**src/rtl/penalty_shootout_scorer.sv**
```systemverilog
// Scoring engine for the penalty game: alternating kicks, regulation with early
// decision, capped sudden death, per-kick history and a one-cycle score event.
module penalty_shootout_scorer #(
    parameter int ROUNDS  = 5,
    parameter int MAX_SD  = 5,
    parameter int SCORE_W = 5,
    parameter int RND_W   = 5
) (
    input  logic               clk,
    input  logic               rst,
    input  logic               start,
    input  logic               kick_valid,
    input  logic               kick_side,
    input  logic               kick_goal,
    output logic [SCORE_W-1:0] score_player,
    output logic [SCORE_W-1:0] score_enemy,
    output logic [RND_W-1:0]   round_idx,
    output logic               expect_side,
    output logic               sudden_death,
    output logic [ROUNDS-1:0]  hist_player,
    output logic [ROUNDS-1:0]  hist_enemy,
    output logic               kick_err,
    output logic               score_evt,
    output logic               match_end,
    output logic               match_result,
    output logic               match_draw
);

    typedef enum logic [1:0] {S_IDLE, S_REG, S_SD, S_DONE} state_t;

    // Wide enough to hold score + remaining kicks without overflow.
    localparam int CW = ((SCORE_W > RND_W) ? SCORE_W : RND_W) + 2;

    state_t             state_q, state_d;
    logic [SCORE_W-1:0] sp_q, sp_d, se_q, se_d;
    logic [RND_W-1:0]   round_q, round_d;
    logic               expect_q, expect_d;
    logic               sd_q, sd_d;
    logic [ROUNDS-1:0]  hist_p_q, hist_p_d, hist_e_q, hist_e_d;
    logic               kick_err_q, kick_err_d;
    logic               score_evt_q, score_evt_d;
    logic               end_q, end_d;
    logic               result_q, result_d;
    logic               draw_q, draw_d;

    logic [ROUNDS-1:0]  hist_sel;
    logic               playing;
    logic [CW-1:0]      sp_x, se_x, rp_x, re_x;

    genvar gi;
    generate
        for (gi = 0; gi < ROUNDS; gi++) begin : g_hist_sel
            assign hist_sel[gi] = (round_q == RND_W'(gi));
        end
    endgenerate

    assign playing = (state_q == S_REG) || (state_q == S_SD);

    always_comb begin
        state_d     = state_q;
        sp_d        = sp_q;
        se_d        = se_q;
        round_d     = round_q;
        expect_d    = expect_q;
        sd_d        = sd_q;
        hist_p_d    = hist_p_q;
        hist_e_d    = hist_e_q;
        kick_err_d  = 1'b0;
        score_evt_d = 1'b0;
        end_d       = end_q;
        result_d    = result_q;
        draw_d      = draw_q;
        sp_x        = '0;
        se_x        = '0;
        rp_x        = '0;
        re_x        = '0;

        if (start) begin
            state_d  = S_REG;
            sp_d     = '0;
            se_d     = '0;
            round_d  = '0;
            expect_d = 1'b0;
            sd_d     = 1'b0;
            hist_p_d = '0;
            hist_e_d = '0;
            end_d    = 1'b0;
            result_d = 1'b0;
            draw_d   = 1'b0;
        end else if (kick_valid && playing) begin
            if (kick_side != expect_q) begin
                kick_err_d = 1'b1;
            end else begin
                score_evt_d = 1'b1;
                expect_d    = ~expect_q;
                if (kick_goal) begin
                    if (kick_side) se_d = se_q + 1'b1;
                    else           sp_d = sp_q + 1'b1;
                end
                if (kick_side) round_d = round_q + 1'b1;

                if (state_q == S_REG) begin
                    if (kick_side) hist_e_d = (hist_e_q & ~hist_sel) | (hist_sel & {ROUNDS{kick_goal}});
                    else           hist_p_d = (hist_p_q & ~hist_sel) | (hist_sel & {ROUNDS{kick_goal}});

                    // Remaining kicks after this one; the player always has one
                    // more kick done than the enemy within the current round.
                    sp_x = CW'(sp_d);
                    se_x = CW'(se_d);
                    rp_x = CW'(ROUNDS) - CW'(round_q) - CW'(1);
                    re_x = CW'(ROUNDS) - CW'(round_q) - {{(CW-1){1'b0}}, kick_side};

                    if (sp_x > se_x + re_x) begin
                        state_d  = S_DONE;
                        end_d    = 1'b1;
                        result_d = 1'b1;
                    end else if (se_x > sp_x + rp_x) begin
                        state_d  = S_DONE;
                        end_d    = 1'b1;
                        result_d = 1'b0;
                    end else if (kick_side && (round_q == RND_W'(ROUNDS - 1))) begin
                        if (MAX_SD == 0) begin
                            state_d = S_DONE;
                            end_d   = 1'b1;
                            draw_d  = 1'b1;
                        end else begin
                            state_d = S_SD;
                            sd_d    = 1'b1;
                        end
                    end
                end else if (kick_side) begin
                    if (sp_d != se_d) begin
                        state_d  = S_DONE;
                        end_d    = 1'b1;
                        result_d = (sp_d > se_d);
                    end else if (round_d == RND_W'(ROUNDS + MAX_SD)) begin
                        state_d = S_DONE;
                        end_d   = 1'b1;
                        draw_d  = 1'b1;
                    end
                end
            end
        end
    end

    always_ff @(posedge clk) begin
        if (rst) begin
            state_q     <= S_IDLE;
            sp_q        <= '0;
            se_q        <= '0;
            round_q     <= '0;
            expect_q    <= 1'b0;
            sd_q        <= 1'b0;
            hist_p_q    <= '0;
            hist_e_q    <= '0;
            kick_err_q  <= 1'b0;
            score_evt_q <= 1'b0;
            end_q       <= 1'b0;
            result_q    <= 1'b0;
            draw_q      <= 1'b0;
        end else begin
            state_q     <= state_d;
            sp_q        <= sp_d;
            se_q        <= se_d;
            round_q     <= round_d;
            expect_q    <= expect_d;
            sd_q        <= sd_d;
            hist_p_q    <= hist_p_d;
            hist_e_q    <= hist_e_d;
            kick_err_q  <= kick_err_d;
            score_evt_q <= score_evt_d;
            end_q       <= end_d;
            result_q    <= result_d;
            draw_q      <= draw_d;
        end
    end

    assign score_player = sp_q;
    assign score_enemy  = se_q;
    assign round_idx    = round_q;
    assign expect_side  = expect_q;
    assign sudden_death = sd_q;
    assign hist_player  = hist_p_q;
    assign hist_enemy   = hist_e_q;
    assign kick_err     = kick_err_q;
    assign score_evt    = score_evt_q;
    assign match_end    = end_q;
    assign match_result = result_q;
    assign match_draw   = draw_q;

endmodule
```
**config.mk**
```make
export PLATFORM = sky130hd
export DESIGN_NAME = penalty_shootout_scorer
export DESIGN_NICKNAME = d
export VERILOG_FILES = /design/src/rtl/penalty_shootout_scorer.sv
export SDC_FILE = /design/constraint.sdc
export NUM_CORES = 1
export LEC_CHECK = 0
export ABC_AREA = 1
export BUFFER_PORTS_ARGS = -buffer_cell sky130_fd_sc_hd__buf_2
export CAP_MARGIN = 30
export CORE_MARGIN = 1
export CORE_UTILIZATION = 41
export DETAILED_ROUTE_END_ITERATION = 6
export PLACE_DENSITY_LB_ADDON = 0.05
export SETUP_SLACK_MARGIN = 0.2
export SYNTH_ARGS = -nofsm -noshare
export SYNTH_HDL_FRONTEND = slang
export SYNTH_SLANG_ARGS = --single-unit
```
**constraint.sdc**
```tcl
create_clock -name clk -period 7.7 [get_ports clk]
set_input_delay 0 -clock clk [delete_from_list [all_inputs] [get_ports clk]]
set_output_delay 0 -clock clk [all_outputs]
set_load 0.01 [all_outputs]
```
==> reports/results.ini <==
[worst_setup_path]
worstSetupPathDepth=23
reg2reg_from=score_enemy[0]$_SDFFE_PP0P_
cpLargestDelayFamily=adder cells
critical_path.startpoint_type=register
critical_path_arrival_ps=4300
crit_path_max_fanout=5
worst_setup_path_endpoint=state_q[0]$_SDFFE_PP0P_
timing.rr.end=state_q[0]$_SDFFE_PP0P_
reg2reg_slack_ps=3630
critPathSlowestCell=sky130_fd_sc_hd__dlygate4sd3_1
crit_start=score_enemy[0]$_SDFFE_PP0P_
crit_buf_inv=5
crit_path_cell_trace=ha_1 -> inv_1 -> nor2_1 -> xor2_1 -> inv_1 -> ha_1 -> inv_1 -> ha_1 -> nand2_1 -> nand2_1 -> a21oi_1 -> xor2_1 -> ha_1 -> nand2_1 -> inv_1 -> nand2_1 -> nor2_1 -> a21oi_1 -> nand4_1 -> nand3_1 -> nand3_2 -> a21oi_1 -> dlygate4sd3_1
timing.critical_path.to_type=register
cpPeakStageDelay_ps=550
worst-endpoint-required_ps=7920
ff2ff_path_depth=23
critPathKind=reg -> reg

[outcome]
failed_checks=design-rule violations
outcome=finished, violations left

[place]
gp_congestion=0.812
dpl.hpwl_um=5120
placement.setup.worst_slack_ps=4120
port_buffers=37

[clock_network]
cts_made_buffers=5
total_of_hold_buffers_inserted_after_clock_tree_synthesis=2
cts_num_sinks=34
cts_resized=0
cts_buffer_depth=2
worst_setup_hold_path_clk_slew_ps=70
postCtsSetupBuffers=0
clock_latency_ps=280
number_of_h_tree_branching_levels=2
tritoncts=built
root_buffer=sky130_fd_sc_hd__clkbuf_8

[timing]
max_slew_margin_pct=63.6
finalHoldViolCount=0
timing.clock.skew_ps=9.29
timing.final.setup_violations=0
totalNegativeSetupSlack_ps=0
worst_hold_slack_ps=74.0
timing.final.ws_setup_ps=3630
post_layout_min_period_ps=4070
count_of_final_max_slew_check_failures=0
unrepaired_setup_endpoints_after_global_routing=false
worstMarginPinSlew_ps=545
layout_worst_path_cycle_share_pct=52.9
fmaxAchievable_mhz=246

[hold_path]
worstHoldPathType=in -> reg

[job]
cap_violations=0

[yosys]
synth_fp_nets=432
post_synth.cell_area_avg_um2=7.32
synth-seq-area-share_pct=24.6
syn_std_cell_area_mm2=0.00276
synth.yosys.warnings=0
ys_ff_latch=34
ys_types=34
synthCells=377

[power]
pwr-share-seq_pct=43.8
power.static_leakage_nw=1.56
power_density_mw_per_mm2=133
combPwrFrac_pct=25.5
power.total_mw=0.415
internal_power_mw=0.279
ir_drop_uv=76.6
p_sw_share_pct=32.6
total_switching_power_mw=0.135
p_clk_share_pct=30.7

[floorplan]
die_width_um=84.1
floorplan.initialDensity_pct=43.0
rows=29
die_area_mm2=0.00707
floorplan.io_pins=38
core_region_area_mm2=0.00642
chipHeight_um=84.1

[final_layout]
fin_nets=473
footprint_of_the_multi_input_gates_mm2=0.00176
areaGrowthSynthToFinish_pct=13.2
drive_above_1_share_pct=15.6
layout.filler_cells=671
num_antenna_cells=0
regArea_um2=681

[global_route]
first_global_vias=2329
antenna_found_initial=0
grt_max_degree=22
grtUsageTotal_pct=19.4
grt_first_pass_wirelength_um=10800
grt_overflow=0

[route]
drcViolationCount=4
drt-pass1-iter-count=6
wirelength_um=6400
wl_per_cell_um=12.9
detail_route.vias_per_cell=4.91
initialDrtViolationCount=147
route.antenna.remaining_nets=0
routed-via-count=2431

## cell families (layout without fill, tap and decap cells)
logic type               after synthesis  after routing  share of synthesized area, %
buffers and inverters                 82            123                          11.7
AO/OA/AOI/OAI                         71             71                          14.0
adder cells (fa/ha/maj)               49             49                          22.7
XOR/XNOR                              18             18                          5.98
AND/OR/NAND/NOR                      123            123                          20.9
flip-flops                            34             34                          24.6
## routing by layer
layer | global-route usage, % | vias to the layer above | wire length (um)
met4 | 5.02 | 0 | 74
met3 | 3.07 | 6 | 224
met2 | 30.8 | 37 | 2760
li1 | - | 1310 | -
met5 | 0 | - | 0
met1 | 27.1 | 1078 | 3340
## power by group through the flow
stage	Sequential [mW]	Clock, mW	Combinational [mW]
6_report	0.181	0.127	0.106
5_1_grt	0.182	0.140	0.122
4_1_cts	0.181	0.133	0.107
3_5_place_dp	0.186	0	0.105
3_3_place_gp	0.186	0	0.103
2_1_floorplan	0.186	0	0.0785
## worst register-to-register path: cells and delay by family, from the launching register on
kind	cells	cell delay, ps
AOI/OAI and AO/OA	3	440
and+or+nand+nor	9	900
xor gates and xnor gates	2	390
DFF	1	420
adders and majority gates	4	1070
buffers and inverters	5	800
## area by class of cell
type                            instances  share of cell area [%]
Clock buffer                            5                    2.20
Clock inverter                          2                   0.320
Inverter                               75                    9.16
Multi-Input combinational cell        261                    56.2
Sequential cell                        34                    21.8
Tap cell                               77                    3.08
Timing Repair Buffer                   41                    7.28
## synthesized netlist by cell type, drive strengths merged
cell	number	share of area (%)
clkbuf	3	0.41
nor2	24	4.0
nand2	59	8.5
fa	2	1.4
xnor2	6	1.9
a21o	1	0.27
ha	47	21
clkinv	3	0.59
nor3	3	0.54
o21ai	20	3.6
o21a	1	0.27
a31oi	1	0.23
xor2	12	4.1
inv	72	9.8
dfxtp	34	25
a21oi	44	8.5
a211oi	1	0.27
nand4	8	1.8
o211ai	3	0.82
nand3	29	6.1
buf	4	0.95
## worst min path at each step
stage,startpoint,to,slack [ps],cells after the start
finish,kick_valid,kick_err$_SDFF_PP0_,70,5
detailed placement,rst,state_q[0]$_SDFFE_PP0P_,170,2
floorplan,rst,state_q[0]$_SDFFE_PP0P_,70,1
CTS,kick_valid,kick_err$_SDFF_PP0_,70,5
global placement,rst,state_q[0]$_SDFFE_PP0P_,170,2
global route,kick_valid,kick_err$_SDFF_PP0_,90,5
## stage by stage
stage | instances | util, % | instance area (um^2)
2_1_floorplan | 377 | - | 2760
3_3_place_gp | 485 | 46.9 | 3010
3_5_place_dp | 486 | 47.1 | 3030
4_1_cts | 495 | 48.7 | 3130
5_1_grt | 495 | 48.7 | 3130
6_report | 495 | 48.7 | 3130
## cell usage in the layout (no fill, tap or decap), types with 5 or more instances in the layout
master	n
sky130_fd_sc_hd__inv_2	5
sky130_fd_sc_hd__nor2_1	20
sky130_fd_sc_hd__clkbuf_8	5
sky130_fd_sc_hd__inv_1	67
sky130_fd_sc_hd__xnor2_1	6
sky130_fd_sc_hd__buf_2	37
sky130_fd_sc_hd__nand3_1	26
sky130_fd_sc_hd__nand2_1	56
sky130_fd_sc_hd__ha_1	47
sky130_fd_sc_hd__dfxtp_1	34
sky130_fd_sc_hd__nand4_1	8
sky130_fd_sc_hd__o21ai_0	19
sky130_fd_sc_hd__a21oi_1	42
sky130_fd_sc_hd__xor2_1	11
No activity file was read; power rests on OpenSTA's default activity.
